$ cat config.mk
export PLATFORM = sky130hd
export DESIGN_NAME = mem_port_arbiter_flat
export DESIGN_NICKNAME = d
export VERILOG_FILES = /design/src/rtl/mem_port_arbiter_if.sv /design/src/rtl/mem_port_arbiter.sv /design/src/flat_wrapper.sv
export SDC_FILE = /design/constraint.sdc
export NUM_CORES = 1
export LEC_CHECK = 0
export BUFFER_PORTS_ARGS = -buffer_cell sky130_fd_sc_hd__buf_2
export CAP_MARGIN = 10
export CORE_AREA = 2 2 80 82
export DETAILED_ROUTE_END_ITERATION = 10
export DIE_AREA = 0 0 82 84
export HOLD_SLACK_MARGIN = 0.03
export SLEW_MARGIN = 20
export SYNTH_ARGS = -nofsm -noshare
export SYNTH_HDL_FRONTEND = slang
export SYNTH_SLANG_ARGS = --single-unit
export TNS_END_PERCENT = 1
$ cat constraint.sdc
create_clock -name clk -period 4.6 [get_ports clk]
set_input_delay 1.38 -clock clk [delete_from_list [all_inputs] [get_ports clk]]
set_output_delay 1.38 -clock clk [all_outputs]
set_load 0.01 [all_outputs]
$ cat src/rtl/mem_port_arbiter_if.sv
// rtl/mem_port_arbiter_if.sv - requester and RAM-side signal bundle for mem_port_arbiter
interface mem_port_arbiter_if #(
    parameter int ADDRESS_WIDTH = 11,
    parameter int DATA_WIDTH    = 32
);
    logic                     loading;
    logic                     req0;
    logic                     req1;
    logic                     we0;
    logic                     we1;
    logic [ADDRESS_WIDTH-1:0] addr0;
    logic [ADDRESS_WIDTH-1:0] addr1;
    logic [DATA_WIDTH-1:0]    wdata0;
    logic [DATA_WIDTH-1:0]    wdata1;
    logic                     gnt0;
    logic                     gnt1;
    logic                     rvalid0;
    logic                     rvalid1;
    logic [DATA_WIDTH-1:0]    rdata;
    logic                     mem_cen;
    logic                     mem_wen;
    logic                     mem_oen;
    logic [ADDRESS_WIDTH-1:0] mem_addr;
    logic [DATA_WIDTH-1:0]    mem_datain;
    logic [DATA_WIDTH-1:0]    mem_dataout;

    modport slave (
        input  loading, req0, req1, we0, we1, addr0, addr1, wdata0, wdata1, mem_dataout,
        output gnt0, gnt1, rvalid0, rvalid1, rdata,
               mem_cen, mem_wen, mem_oen, mem_addr, mem_datain
    );

    modport master (
        output loading, req0, req1, we0, we1, addr0, addr1, wdata0, wdata1, mem_dataout,
        input  gnt0, gnt1, rvalid0, rvalid1, rdata,
               mem_cen, mem_wen, mem_oen, mem_addr, mem_datain
    );
endinterface

$ cat src/rtl/mem_port_arbiter.sv
// rtl/mem_port_arbiter.sv - two-requester arbiter for one single-port RAM with burst limiting
// Optional: ARB_ROUND_ROBIN_EN selects round-robin tie-break instead of fixed P0 priority.
module mem_port_arbiter #(
    parameter int ADDRESS_WIDTH = 11,
    parameter int DATA_WIDTH    = 32,
    parameter int MAX_BURST     = 4
) (
    input  logic                clk,
    input  logic                rst,
    mem_port_arbiter_if.slave   bus
);
    localparam int CW = $clog2(MAX_BURST) + 1;
    localparam logic [CW-1:0] LAST_CNT = CW'(MAX_BURST - 1);

    typedef enum logic [1:0] {
        OWN_NONE = 2'd0,
        OWN_P0   = 2'd1,
        OWN_P1   = 2'd2
    } owner_e;

    owner_e        owner_q, owner_d;
    logic [CW-1:0] cnt_q, cnt_d;
    logic          last_q, last_d;
    logic          rvalid0_q, rvalid0_d;
    logic          rvalid1_q, rvalid1_d;

    logic gnt0, gnt1, forced;
    logic has_owner, owner_is1, own_req, oth_req, at_limit;

    always_comb begin
        gnt0      = 1'b0;
        gnt1      = 1'b0;
        forced    = 1'b0;
        has_owner = (owner_q != OWN_NONE);
        owner_is1 = (owner_q == OWN_P1);
        own_req   = owner_is1 ? bus.req1 : bus.req0;
        oth_req   = owner_is1 ? bus.req0 : bus.req1;
        at_limit  = (cnt_q == LAST_CNT);
        if (!rst && !bus.loading) begin
            if (has_owner && own_req && (cnt_q < LAST_CNT)) begin
                gnt0 = ~owner_is1;
                gnt1 = owner_is1;
            end else if (has_owner && at_limit && oth_req) begin
                gnt0   = owner_is1;
                gnt1   = ~owner_is1;
                forced = 1'b1;
            end else if (bus.req0 && !bus.req1) begin
                gnt0 = 1'b1;
            end else if (bus.req1 && !bus.req0) begin
                gnt1 = 1'b1;
            end else if (bus.req0 && bus.req1) begin
`ifdef ARB_ROUND_ROBIN_EN
                gnt0 = last_q;
                gnt1 = ~last_q;
`else
                gnt0 = 1'b1;
`endif
            end
        end
    end

    // A forced switch is a single access; ownership is released so the tie-break
    // rule picks who starts the next burst.
    always_comb begin
        owner_d   = OWN_NONE;
        cnt_d     = '0;
        last_d    = last_q;
        rvalid0_d = gnt0 & ~bus.we0;
        rvalid1_d = gnt1 & ~bus.we1;
        if (gnt0 || gnt1) begin
            last_d = gnt1;
            if (forced) begin
                owner_d = OWN_NONE;
            end else if (has_owner && (gnt1 == owner_is1)) begin
                owner_d = owner_q;
                cnt_d   = at_limit ? '0 : cnt_q + 1'b1;
            end else begin
                owner_d = gnt1 ? OWN_P1 : OWN_P0;
            end
        end
    end

    always_ff @(posedge clk) begin
        if (rst) begin
            owner_q   <= OWN_NONE;
            cnt_q     <= '0;
            last_q    <= 1'b1;
            rvalid0_q <= 1'b0;
            rvalid1_q <= 1'b0;
        end else begin
            owner_q   <= owner_d;
            cnt_q     <= cnt_d;
            last_q    <= last_d;
            rvalid0_q <= rvalid0_d;
            rvalid1_q <= rvalid1_d;
        end
    end

    assign bus.gnt0       = gnt0;
    assign bus.gnt1       = gnt1;
    assign bus.rvalid0    = rvalid0_q;
    assign bus.rvalid1    = rvalid1_q;
    assign bus.rdata      = bus.mem_dataout;
    assign bus.mem_cen    = ~(gnt0 | gnt1);
    assign bus.mem_wen    = ~((gnt0 & bus.we0) | (gnt1 & bus.we1));
    assign bus.mem_oen    = rst;
    assign bus.mem_addr   = gnt0 ? bus.addr0  : (gnt1 ? bus.addr1  : '0);
    assign bus.mem_datain = gnt0 ? bus.wdata0 : (gnt1 ? bus.wdata1 : '0);
endmodule

$ cat src/flat_wrapper.sv
// flat-port wrapper written by rule: the top's interface ports become plain ports
module mem_port_arbiter_flat 
#(
    parameter int ADDRESS_WIDTH = 11,
    parameter int DATA_WIDTH    = 32,
    parameter int MAX_BURST     = 4
)
  (clk, rst, bus_loading, bus_req0, bus_req1, bus_we0, bus_we1, bus_addr0, bus_addr1, bus_wdata0, bus_wdata1, bus_mem_dataout, bus_gnt0, bus_gnt1, bus_rvalid0, bus_rvalid1, bus_rdata, bus_mem_cen, bus_mem_wen, bus_mem_oen, bus_mem_addr, bus_mem_datain);
  mem_port_arbiter_if #(.ADDRESS_WIDTH(ADDRESS_WIDTH), .DATA_WIDTH(DATA_WIDTH)) bus_i ();
  input  logic clk;
  input  logic rst;
  input wire logic [$bits(bus_i.loading)-1:0] bus_loading;
  input wire logic [$bits(bus_i.req0)-1:0] bus_req0;
  input wire logic [$bits(bus_i.req1)-1:0] bus_req1;
  input wire logic [$bits(bus_i.we0)-1:0] bus_we0;
  input wire logic [$bits(bus_i.we1)-1:0] bus_we1;
  input wire logic [$bits(bus_i.addr0)-1:0] bus_addr0;
  input wire logic [$bits(bus_i.addr1)-1:0] bus_addr1;
  input wire logic [$bits(bus_i.wdata0)-1:0] bus_wdata0;
  input wire logic [$bits(bus_i.wdata1)-1:0] bus_wdata1;
  input wire logic [$bits(bus_i.mem_dataout)-1:0] bus_mem_dataout;
  output wire logic [$bits(bus_i.gnt0)-1:0] bus_gnt0;
  output wire logic [$bits(bus_i.gnt1)-1:0] bus_gnt1;
  output wire logic [$bits(bus_i.rvalid0)-1:0] bus_rvalid0;
  output wire logic [$bits(bus_i.rvalid1)-1:0] bus_rvalid1;
  output wire logic [$bits(bus_i.rdata)-1:0] bus_rdata;
  output wire logic [$bits(bus_i.mem_cen)-1:0] bus_mem_cen;
  output wire logic [$bits(bus_i.mem_wen)-1:0] bus_mem_wen;
  output wire logic [$bits(bus_i.mem_oen)-1:0] bus_mem_oen;
  output wire logic [$bits(bus_i.mem_addr)-1:0] bus_mem_addr;
  output wire logic [$bits(bus_i.mem_datain)-1:0] bus_mem_datain;
  assign bus_i.loading = bus_loading;
  assign bus_i.req0 = bus_req0;
  assign bus_i.req1 = bus_req1;
  assign bus_i.we0 = bus_we0;
  assign bus_i.we1 = bus_we1;
  assign bus_i.addr0 = bus_addr0;
  assign bus_i.addr1 = bus_addr1;
  assign bus_i.wdata0 = bus_wdata0;
  assign bus_i.wdata1 = bus_wdata1;
  assign bus_i.mem_dataout = bus_mem_dataout;
  assign bus_gnt0 = bus_i.gnt0;
  assign bus_gnt1 = bus_i.gnt1;
  assign bus_rvalid0 = bus_i.rvalid0;
  assign bus_rvalid1 = bus_i.rvalid1;
  assign bus_rdata = bus_i.rdata;
  assign bus_mem_cen = bus_i.mem_cen;
  assign bus_mem_wen = bus_i.mem_wen;
  assign bus_mem_oen = bus_i.mem_oen;
  assign bus_mem_addr = bus_i.mem_addr;
  assign bus_mem_datain = bus_i.mem_datain;
  mem_port_arbiter #(.ADDRESS_WIDTH(ADDRESS_WIDTH), .DATA_WIDTH(DATA_WIDTH), .MAX_BURST(MAX_BURST)) u_core (.clk(clk), .rst(rst), .bus(bus_i));
endmodule
==> Word level (Yosys, flattened, before mapping) <==
Cells that the tools add are included.
{ "op_classes": {"n_eq_ne": 3, "n_reduce_logical": 17, "bitwise_logic": 13, "n_mux": 21, "add_sub_neg": 1, "magnitude_cmp": 1} }
{ "ops": {"columns": ["op", "n"], "rows": [
  ["two-way mux 32 bit", 2],
  ["two-way mux 11 bit", 2],
  ["two-way mux 1 bit", 16],
  ["logical AND 1 bit", 9],
  ["NOT 1 bit", 7],
  ["OR reduction 5 bit", 1],
  ["AND 1 bit", 4],
  ["logical NOT 1 bit", 4],
  ["adder 3 x 1 -> 3 bit, second input constant", 1],
  ["== test 3 x 2 -> 1 bit, second input constant", 1],
  ["< comparator 3 x 2 -> 1 bit, second input constant", 1],
  ["OR reduction 3 bit", 1],
  ["== test 2 bit, second input constant", 1],
  ["two-way mux 2 bit", 1],
  ["OR 1 bit", 2],
  ["nonzero test 2 bit", 1],
  ["== test 1 bit", 1],
  ["logical OR 1 bit", 1]
]} }
{ "word_totals": {"elab_cells": 60, "regBits": 7, "output_inout_bits": 82, "inputBits": 125} }

==> Longest topological paths before layout <==
Gate-level depths: netlist (run 1).
{ "depth": {"ltp_word": 11, "ltp_mapped": 8, "ltp_nobuf": 6} }

==> Least setup slack after synthesis (run 1) <==
No wires, ideal clock.
{ "synth_timing": {"path_kind": "input-to-output", "start": "input port rst", "end": "output port bus_mem_addr[0]", "t_arrival_ns": 2.484, "t_required_ns": 3.220, "n_path_buf": 2, "path_slack_ns": 0.736, "cell_stages": 5, "cell_sequence": "or3b_2 a21oi_2 buf_4 buf_4 a22o_1"} }
{ "synth_via": {"elab_chain_cells": 5} }
{ "synth_lines": {"columns": ["item", "line", "text"], "rows": [
  ["start: declaration", "flat_wrapper.sv:11", "input logic rst;"],
  ["logical NOT 1 bit *", "mem_port_arbiter.sv:39", "if (!rst && !bus.loading) begin"],
  ["logical AND 1 bit *", "mem_port_arbiter.sv:39", null],
  ["two-way mux 1 bit", "mem_port_arbiter.sv:39", null],
  ["two-way mux 11 bit", "mem_port_arbiter.sv:107", "assign bus.mem_addr = gnt0 ? bus.addr0 : (gnt1 ? bus.addr1 : '0);"],
  ["two-way mux 11 bit *", "mem_port_arbiter.sv:107", null],
  ["end: declaration", "flat_wrapper.sv:30", "output wire logic [$bits(bus_i.mem_addr)-1:0] bus_mem_addr;"]
]} }
Mark *: on every way between the ends. The rest lies on a longest branch, timed or not.

==> Final worst setup path (run 1) <==
{ "layout_timing": {"start": "input port rst", "end": "output port bus_mem_datain[3]"} }
{ "layout_via": {"elab_chain_cells": 5} }
{ "layout_lines": {"columns": ["item", "line", "text"], "rows": [
  ["logical NOT 1 bit *", "mem_port_arbiter.sv:39", null],
  ["logical AND 1 bit *", "mem_port_arbiter.sv:39", null],
  ["two-way mux 1 bit", "mem_port_arbiter.sv:39", null],
  ["two-way mux 32 bit", "mem_port_arbiter.sv:108", "assign bus.mem_datain = gnt0 ? bus.wdata0 : (gnt1 ? bus.wdata1 : '0);"],
  ["two-way mux 32 bit *", "mem_port_arbiter.sv:108", null],
  ["end: declaration", "flat_wrapper.sv:31", "output wire logic [$bits(bus_i.mem_datain)-1:0] bus_mem_datain;"]
]} }
Marks and branches as above.

==> summary.md, run 1 <==
| Metric | Value |
|---|---|
| Post-cts resize count | 0 |
| Busiest grt layer | met2 |
| CORE AREA | 6100 um2 |
| Power Density | 147 nW/um2 |
| Yosys cell types | 27 |
| Sw frac | 28.4% |
| Hold Fails Final Rpt | 0 |
| Global routing usage on met1 | 14.7% |
| CP Launch Point | rst |
| CTS H-tree depth | 1 |
| Port buffer count | 142 |
| Routed WL | 4180 um |
| Hpwl dp | 3480 um |
| Skew-Pair Late Insertion Delay | 0.22 ns |
| Ports | 207 |
| WL/cell | 13.1 um |
| Critical path capture point type | output pin |
| Pleak | 0.967 nW |
| # setup viols final | 0 |
| Vias in the first global route | 1,231 |
| R2R cell count | 6 |
| NetSw | 0.0707 mW |
| Met2 Resource Use GR | 16.3% |
| Period utilisation layout | 89.9% |
| Clk_skew | 0.000686 ns |
| Setup crit start kind | primary input |
| Synth Instances | 138 |
| First-pass GRT wire length | 5820 um |
| Syn Nets | 265 |
| Clock transition at path regs | 0.04 ns |
| Headroom to the max-slew limit | 62.1% |
| Cell area after layout | 1690 um2 |
| DR vias | 1,444 |
| Peak Freq | 242 MHz |
| FF+latch count, synth | 7 |
| Total negative slack | 0 ns |
| Grt ovf | 0 |
| Hold buffer count at cts | 0 |
| Die area | 6890 um2 |
| GRT met3 Usage | 3.35% |
| MaxCap Viol Count | 0 |
| Post-DP Area | 1650 um2 |
| Start point of the worst hold path | u_core.cnt_q[0] |
| Register area share after synthesis | 12.4% |
| CTS max path bufs | 2 |
| CTS tree | yes |
| Detailed Route Iter0 Violations | 43 |
| Initial antenna violation count | 0 |
| Die Width | 82 um |
| Tot GR Track Use | 10.7% |
| Kind of critical path | primary input to output pin |
| CP required | 3.22 ns |
| Max Slew Vio Count | 0 |
| Initial core utilization | 18.5% |
| DR vias/cell | 4.51 |
| Syn Area/Cell | 8.19 um2 |
| TritonCTS Sinks | 7 |
| Yosys warnings | 0 |
| Clock power frac | 33.4% |
| Total setup buffers inserted after CTS | 0 |
| Status | complete, no violations |
| Area Overhead vs Synth | 49.8% |
| Row count | 29 |
| CP Data Arrival Time | 2.76 ns |
| Max rail drop VDD | 0.0000734 V |
| Routability-driven placement congestion ratio | 0.719 |
| Internal power | 0.178 mW |
| Number of buffers created by CTS | 3 |
| NumNets Final | 371 |
| Share of cells above drive strength 1 | 61.7% |
| Largest net degree at the start of global routing | 44 |
| Drt first pass iters | 4 |
| Die Height | 84 um |
| RSZ-0062 raised after global routing | no |
| Worst Hold Class | flip-flop to flip-flop |
| Ant diodes | 0 |
| CTS root buf | clkbuf_8 |
| Final min period | 4.14 ns |
| Seq pwr share | 25.6% |
| Final Util | 27.8% |
| DRT antenna net count | 0 |
| Residual DRC count | 0 |
| Critical path peak fanout | 37 |
| Worst-Margin Slew | 0.563 ns |
| R2R Path Start | u_core.cnt_q[0] |
| Gate power share | 41.0% |
| Syn Std Cell Area | 1130 um2 |
| Worst hold path stage count | 2 |
## worst max-delay path, stage by stage
cell	delay, ns
buf_2	0.12
or3b_2	0.53
a21oi_4	0.18
buf_12	0.20
a22o_1	0.19
buf_2	0.14
## cell usage in the layout, fill, tap and decap left out, drive strengths merged, types with 2 or more instances in the layout
| cell type | count |
|---|---|
| a21oi | 5 |
| a22o | 43 |
| a22oi | 2 |
| buf | 145 |
| clkbuf | 4 |
| dfxtp | 7 |
| ha | 2 |
| inv | 4 |
| nand2 | 4 |
| nand2b | 2 |
| nand3b | 2 |
| nor2 | 4 |
| nor2b | 2 |
| nor3 | 4 |
| o21ai | 2 |
| or3 | 2 |
## through the flow
| stage | power, mW | hold WS, ns | worst slack [ns] | cells |
|---|---|---|---|---|
| 4_1_cts | 0.253 | 0.588 | 0.464 | 320 |
| 5_1_grt | 0.267 | 0.634 | 0.417 | 320 |
| 3_5_place_dp | 0.167 | 0.577 | 0.467 | 316 |
| 6_report | 0.249 | 0.586 | 0.465 | 320 |
| 3_3_place_gp | 0.167 | 0.585 | 0.476 | 316 |
| 2_1_floorplan | 0.136 | 0.544 | 0.736 | 138 |
## routing by layer
metal,routed length (um),share of wire [%]
met1,1740,41
met4,44,1.1
met2,1980,47
met3,418,10
met5,0,0
## path summary, 6_finish.rpt
check / slack, ns / endpoint
max: 0.46 / bus_mem_datain[3]
min: 0.59 / u_core.cnt_q[0]
max reg2reg: 2.93 / u_core.bus.rvalid0
min reg2reg: 0.59 / u_core.cnt_q[0]
## state kept, by name (all words and copies together) (netlist names)
register            flops
u_core.bus.rvalid1      1
u_core.cnt_q            3
u_core.bus.rvalid0      1
u_core.owner_q          2
## Yosys cell counts
library cell | count | share of area, %
and2_0 | 1 | 0.55
nand2_1 | 4 | 1.3
o32a_1 | 1 | 0.89
nor2b_1 | 2 | 1.1
a21oi_1 | 4 | 1.8
nand3b_1 | 2 | 1.3
ha_1 | 2 | 2.2
nor2_1 | 4 | 1.3
or3_1 | 2 | 1.1
inv_1 | 4 | 1.3
a22oi_1 | 2 | 1.3
o21bai_1 | 1 | 0.66
a211o_1 | 1 | 0.78
a21o_1 | 1 | 0.66
buf_6 | 5 | 5.0
o211a_1 | 1 | 0.89
a21oi_2 | 1 | 0.78
a22o_1 | 43 | 33
dfxtp_1 | 7 | 12
nor3_1 | 4 | 1.8
nand2b_1 | 2 | 1.1
or3b_2 | 1 | 0.78
nor4_1 | 1 | 0.55
buf_2 | 2 | 0.89
o31ai_1 | 1 | 0.66
buf_4 | 37 | 25
o21ai_0 | 2 | 0.89
## power groups by stage
stage	clock network [mW]	registers, mW	logic [mW]
6_report	0.0830	0.0637	0.102
3_5_place_dp	0	0.0646	0.102
3_3_place_gp	0	0.0645	0.102
4_1_cts	0.0866	0.0637	0.103
5_1_grt	0.0918	0.0638	0.112
2_1_floorplan	0	0.0638	0.0726
## layout make-up
class                   instances  area (um2)
fillers                       686        4400
repair buffers                145         758
multi-input cells              83         638
flip-flops and latches          7         140
well taps                      77        96.3
clock buffers                   4        45.0
inverters                       4        15.0
## logic make-up after synthesis
kind of cell             after synthesis  share of synthesized area, %
AO/OA/AOI/OAI                         58                          42.6
adder cells (fa/ha/maj)                2                          2.21
buffers and inverters                 48                          31.8
flip-flops                             7                          12.4
AND/OR/NAND/NOR                       23                          11.0
No activity file was read; power rests on OpenSTA's default activity.
==> run 2, diff against run 1 <==
RECOVER_POWER = 100   (was default)
==> run 2 against run 1 <==
Compared with the run above: die area is the same; flip-flop and latch count is the same; maximum frequency shrank 3.5%; global-route usage is the same; via count barely moved; clock power barely moved.
==> summary.md, run 2 (synthesized netlist as in run 1, its figures left out) <==
| Metric | Value |
|---|---|
| Status | complete, no violations |
| DR vias | 1,445 (+0.069%) |
| Row count | 29 (unchanged) |
| Setup crit start kind | primary input |
| Total setup buffers inserted after CTS | 0 (unchanged) |
| Clock transition at path regs | 0.04 ns (about the same) |
| Worst-Margin Slew | 0.554 ns (-0.00962 ns) |
| CP required | 3.22 ns (about the same) |
| Hold buffer count at cts | 0 (unchanged) |
| Top reg by flops | u_core.cnt_q |
| TritonCTS Sinks | 7 (unchanged) |
| Headroom to the max-slew limit | 62.7% (+0.65 points) |
| NumNets Final | 371 (unchanged) |
| Fillers | 711 (+3.6%) |
| Routed WL | 4160 um (-0.55%) |
| Number of buffers created by CTS | 3 (unchanged) |
| CORE AREA | 6100 um2 (unchanged) |
| Routability-driven placement congestion ratio | 0.719 (unchanged) |
| RSZ-0062 raised after global routing | no |
| Total power | 0.244 mW (-2.1%) |
| Clock power frac | 34.0% (+0.6 points) |
| Seq pwr share | 26.2% (+0.6 points) |
| Final min period | 4.29 ns (+0.151 ns) |
| Critical path capture point type | output pin |
| Share of cells above drive strength 1 | 41.2% (-21 points) |
| Internal power | 0.173 mW (-2.8%) |
| Critical path peak fanout | 37 (unchanged) |
| Ports | 207 (unchanged) |
| Die Height | 84 um (unchanged) |
| CTS root buf | clkbuf_8 |
| Period utilisation layout | 93.2% (+3.3 points) |
| Detailed Route Iter0 Violations | 33 (-23%) |
| Kind of critical path | primary input to output pin |
| Die Width | 82 um (unchanged) |
| First-pass GRT wire length | 5820 um (unchanged) |
| Total negative slack | 0 ns (unchanged) |
| Post-cts resize count | 0 (unchanged) |
| Sw frac | 28.9% (+0.50 points) |
| Cell area after layout | 1620 um2 (-4.3%) |
| CTS tree | yes |
| Initial antenna violation count | 0 (unchanged) |
| WL/cell | 13.0 um (-0.55%) |
| Final cell count without fillers | 320 (unchanged) |
| Ant diodes | 0 (unchanged) |
| Die area | 6890 um2 (unchanged) |
| Skew-Pair Late Insertion Delay | 0.22 ns (about the same) |
| Port buffer count | 142 (unchanged) |
| Pleak | 0.772 nW (-20%) |
| CTS H-tree depth | 1 (unchanged) |
| Most common cell after layout, fill and taps aside | buf_2 |
| Max Slew Vio Count | 0 (unchanged) |
| Largest regs | u_core.cnt_q: 3 flops, u_core.owner_q: 2 flops |
| Initial core utilization | 18.5% (unchanged) |
| Residual DRC count | 0 (unchanged) |
| Vias in the first global route | 1,231 (unchanged) |
| Max rail drop VDD | 0.0000733 V (-0.18%) |
| CP Data Arrival Time | 2.91 ns (+0.15 ns) |
| Largest net degree at the start of global routing | 44 (unchanged) |
| Peak Freq | 233 MHz (-3.5%) |
| NetSw | 0.0705 mW (-0.33%) |
| Tot GR Track Use | 10.7% (unchanged) |
| Clk_skew | 0.000742 ns (+0.0000569 ns) |
| Drt first pass iters | 4 (unchanged) |
| Max reg flops | 3 (unchanged) |
| Hpwl dp | 3480 um (unchanged) |
| # setup viols final | 0 (unchanged) |
| Gate power share | 39.8% (-1.2 points) |
| DRT antenna net count | 0 (unchanged) |
| # placed instances | 316 (unchanged) |
| Area Overhead vs Synth | 43.4% |
| Highest-count cells in the layout ignoring fill and taps | buf_2, clkbuf_1, a22o_1 |
| Hold Fails Final Rpt | 0 (unchanged) |
| Grt ovf | 0 (unchanged) |
| Worst Hold Class | flip-flop to flip-flop |
| Post-DP Area | 1650 um2 (unchanged) |
| CTS max path bufs | 2 (unchanged) |
| Power Density | 150 nW/um2 (+2.3%) |
| MaxCap Viol Count | 0 (unchanged) |
| DR vias/cell | 4.52 (about the same) |
[run 2: cell count changes in the layout (fill, tap and decap cells not counted)]
cell	previous run	this run
buf_2	142	93
clkbuf_1	1	50
a21oi_1	4	5
a21oi_4	1	0
[run 2: path summary, 6_finish.rpt]
check                           slack (ns)  depth (start not counted)            start            endpoint
worst max-delay path                  0.31                          6              rst   bus_mem_datain[3]
worst min register to register        0.59                          2  u_core.cnt_q[0]     u_core.cnt_q[0]
worst max register to register        2.82                          7  u_core.cnt_q[0]  u_core.bus.rvalid1
worst min-delay path                  0.59                          2  u_core.cnt_q[0]     u_core.cnt_q[0]
[run 2: routing by layer]
layer	vias up	global-route usage (%)	wire length, um
li1	699	-	-
met1	628	14.7	1700
met2	110	16.3	1950
met3	8	3.35	455
met4	0	2.12	54
met5	-	0	0
[run 2: power by group through the flow]
stage / sequential, mW / clock, mW / combinational (mW)
2_1_floorplan: 0.0638 / 0 / 0.0726
3_3_place_gp: 0.0645 / 0 / 0.102
3_5_place_dp: 0.0646 / 0 / 0.102
4_1_cts: 0.0637 / 0.0866 / 0.103
5_1_grt: 0.0638 / 0.0918 / 0.107
6_report: 0.0637 / 0.0829 / 0.0970
[run 2: worst max-delay path: stages]
cell and delay, ns:
clkbuf_1 0.11, or3b_2 0.51, a21oi_1 0.30, buf_12 0.24
a22o_1 0.20, clkbuf_1 0.16
[run 2: through the flow]
step                      setup WS (ns)  hold WS (ns)  utilization (%)
final                             0.314         0.585             26.6
after global routing              0.225         0.634             26.6
after CTS                         0.464         0.588             27.8
after detailed placement          0.467         0.577             27.0
after global placement            0.476         0.585             27.0
after floorplan                   0.736         0.544                -
[run 2: area by class of cell]
| type | instances | area, um2 | area share, % |
|---|---|---|---|
| inverters | 4 | 15.0 | 0.927 |
| multi-input cells | 83 | 627 | 38.7 |
| well taps | 77 | 96.3 | 5.95 |
| flip-flops and latches | 7 | 140 | 8.65 |
| repair buffers | 145 | 697 | 43.0 |
| clock buffers | 4 | 45.0 | 2.78 |
==> run 3, diff against run 2 <==
ABC_AREA = 1   (was default)
==> run 3 against run 2 <==
Compared with the run above: wire length shrank 2.4%; non-clock buffer count fell by 3; combinational power up 16%; total power grew 9.2%; register-to-register slack worse by 0.09 ns; critical endpoint is now bus_mem_datain[30]; largest power group unchanged; highest routed layer unchanged.
==> summary.md, run 3 <==
| Metric | Value |
|---|---|
| Largest regs | u_core.cnt_q: 3 flops, u_core.owner_q: 2 flops |
| CORE AREA | 6100 um2 (unchanged) |
| Leading area contributor after synthesis | nand2_1 |
| Area Overhead vs Synth | 36.9% |
| Die Height | 84 um (unchanged) |
| Pleak | 1.05 nW (+35%) |
| Largest net degree at the start of global routing | 47 (+6.8%) |
| Most common flop cell mapped by yosys | dfxtp_1 |
| Die Width | 82 um (unchanged) |
| DRT antenna net count | 0 (unchanged) |
| Row count | 29 (unchanged) |
| Yosys cell types | 19 (-30%) |
| RSZ-0062 raised after global routing | no |
| Synth Instances | 229 (+66%) |
| CTS max path bufs | 2 (unchanged) |
| Syn Area/Cell | 5.39 um2 (-34%) |
| Drt first pass iters | 4 (unchanged) |
| Critical path capture point type | output pin |
| Initial core utilization | 20.2% (+1.7 points) |
| Clock transition at path regs | 0.04 ns (about the same) |
| Critical path peak fanout | 46 (+24%) |
| Vias in the first global route | 1,461 (+19%) |
| DR vias/cell | 4.01 (-11%) |
| Syn Std Cell Area | 1230 um2 (+9.2%) |
| Synth cell count leaders | nand2_1, buf_4, inv_1 |
| Power Density | 157 nW/um2 (+4.8%) |
| Cell Chain, Critical Path | buf_2, nand3_2, nand2_2, nand2_1, nand2_1, nand3_1, inv_4, nand2_1, nand2_1, clkbuf_1 |
| Worst setup path end | bus_mem_datain[30] |
| Crit-path leading delay family | simple AND/OR/NAND/NOR gates |
| R2R cell count | 10 (+3) |
| Routed WL | 4060 um (-2.4%) |
| CP Launch Point | bus_req1 |
| Port buffer count | 142 (unchanged) |
| CP Data Arrival Time | 2.87 ns (-0.04 ns) |
| Final min period | 4.25 ns (-0.0323 ns) |
| Max reg flops | 3 (unchanged) |
| Clk_skew | 0.00404 ns (+0.00330 ns) |
| MaxCap Viol Count | 0 (unchanged) |
| Kind of critical path | primary input to output pin |
| CTS tree | yes |
| Grt ovf | 0 (unchanged) |
| Post-synth EDFFs | 0 (unchanged) |
| Final Util | 27.7% (+1.1 points) |
| Crit path depth | 10 (+4) |
| Hpwl dp | 3270 um (-6.2%) |
| Peak Freq | 235 MHz (+0.76%) |
| WL/cell | 9.88 um (-24%) |
| Die area | 6890 um2 (unchanged) |
| Top cells by area, synth | nand2_1, buf_4, dfxtp_1, buf_6, inv_1 |
| Syn Nets | 356 (+34%) |
| Period utilisation layout | 92.5% (-0.70 points) |
| Worst reg2reg endpoint | u_core.owner_q[1] |
| Worst Hold Class | flip-flop to flip-flop |
| Detailed Route Iter0 Violations | 42 (+27%) |
| Slowest-stage cell, CP | inv_4 |
| Ports | 207 (unchanged) |
| CTS H-tree depth | 1 (unchanged) |
| Synth top area share | 43.5% (+10 points) |
| Hold slack | 0.481 ns (-0.104 ns) |
| Worst hold path stage count | 1 (-1) |
| CP required | 3.22 ns (about the same) |
| Ant diodes | 0 (unchanged) |
| R2R Path Start | u_core.cnt_q[0] |
| Max rail drop VDD | 0.000164 V (+120%) |
| Number of buffers created by CTS | 3 (unchanged) |
| CTS root buf | clkbuf_8 |
| Worst-Margin Slew | 0.448 ns (-0.106 ns) |
| Post-cts resize count | 0 (unchanged) |
| Skew-Pair Late Insertion Delay | 0.23 ns (about the same) |
| CP most frequent cell | nand2_1 |
| Hold buffer count at cts | 0 (unchanged) |
| Total setup buffers inserted after CTS | 0 (unchanged) |
| First-pass GRT wire length | 6280 um (+8.0%) |
| Residual DRC count | 0 (unchanged) |
| Share of cells above drive strength 1 | 34.4% (-6.7 points) |
| Status | complete, no violations |
| TritonCTS Sinks | 7 (unchanged) |
| Register area share after synthesis | 11.4% (-1.0 points) |
| Routability-driven placement congestion ratio | 0.853 (+19%) |
| Headroom to the max-slew limit | 70.2% (+7.5 points) |
| Max Slew Vio Count | 0 (unchanged) |
| Crit path largest cell delay | 0.40 ns (-0.11 ns) |
| FF+latch count, synth | 7 (unchanged) |
| R2r setup slk | 2.73 ns (-0.09 ns) |
| Async set-reset flop share out of synthesis | 0% (unchanged) |
| Initial antenna violation count | 0 (unchanged) |
| Setup crit start kind | primary input |
| NumNets Final | 462 (+25%) |
| Most common cell after layout, fill and taps aside | nand2_1 |
| Tot GR Track Use | 10.9% (+0.24 points) |
| Fillers | 753 (+5.9%) |
| DR vias | 1,649 (+14%) |
| Top reg by flops | u_core.cnt_q |
| Highest-count cells in the layout ignoring fill and taps | nand2_1, buf_2, clkbuf_1 |
| WP buf/inv | 3 (unchanged) |
| Total negative slack | 0 ns (unchanged) |
| # setup viols final | 0 (unchanged) |
| Yosys warnings | 0 (unchanged) |
| Most frequent cell after synthesis | nand2_1 |
| Hold Fails Final Rpt | 0 (unchanged) |
## run 3: changes by cell type after synthesis, sizes merged, moves of 3 or more
cell | previous run | this run
a21oi | 5 | 2
a22o | 43 | 0
buf | 44 | 41
inv | 4 | 12
nand2 | 4 | 148
nand3 | 0 | 5
nand4 | 0 | 3
## run 3: where the power goes
group          total [mW]  internal, mW  leakage [nW]  switching [mW]
Sequential         0.0643        0.0628        0.0568         0.00157
Clock              0.0889        0.0601        0.0228          0.0288
Combinational       0.113        0.0505         0.966          0.0623
Total               0.266         0.173          1.05          0.0926
## run 3: worst min-delay path by stage
stage,start,end,slack (ns)
6_report,u_core.cnt_q[0],u_core.cnt_q[0],0.48
5_1_grt,u_core.cnt_q[0],u_core.cnt_q[0],0.52
4_1_cts,u_core.cnt_q[0],u_core.cnt_q[0],0.49
3_5_place_dp,u_core.cnt_q[0],u_core.cnt_q[0],0.48
3_3_place_gp,u_core.cnt_q[0],u_core.cnt_q[0],0.47
2_1_floorplan,u_core.cnt_q[0],u_core.cnt_q[0],0.45
## run 3: area by class of cell
cell class	count	area (um2)	share of cell area (%)
multi-input combinational	169	693	41.0
timing repair buffer	142	664	39.3
sequential	7	140	8.30
tap	77	96.3	5.70
inverter	12	50.0	2.96
clock buffer	4	45.0	2.67
## run 3: per-layer routing
metal  up-vias  track usage [%]  share of wire [%]
met5         -                0                  0
met4         0             2.88                1.9
met3        15             2.16                8.7
met2        67             19.4                 49
met1       700             13.1                 40
li1        867                -                  -
## run 3: cell families after synthesis
family          synth area share (%)
compound gates                  2.53
fa+ha+maj                       2.03
buf+inv                         30.2
flops                           11.4
simple gates                    53.9
## run 3: metrics by stage
stage                     setup WS [ns]  total power, mW  std cells  cell area [um2]
after CTS                         0.445            0.276        411             1760
final                             0.346            0.266        411             1690
after detailed placement          0.445            0.186        407             1720
after global routing              0.168            0.287        411             1690
after global placement            0.495            0.185        407             1720
after floorplan                   0.950            0.152        229             1230
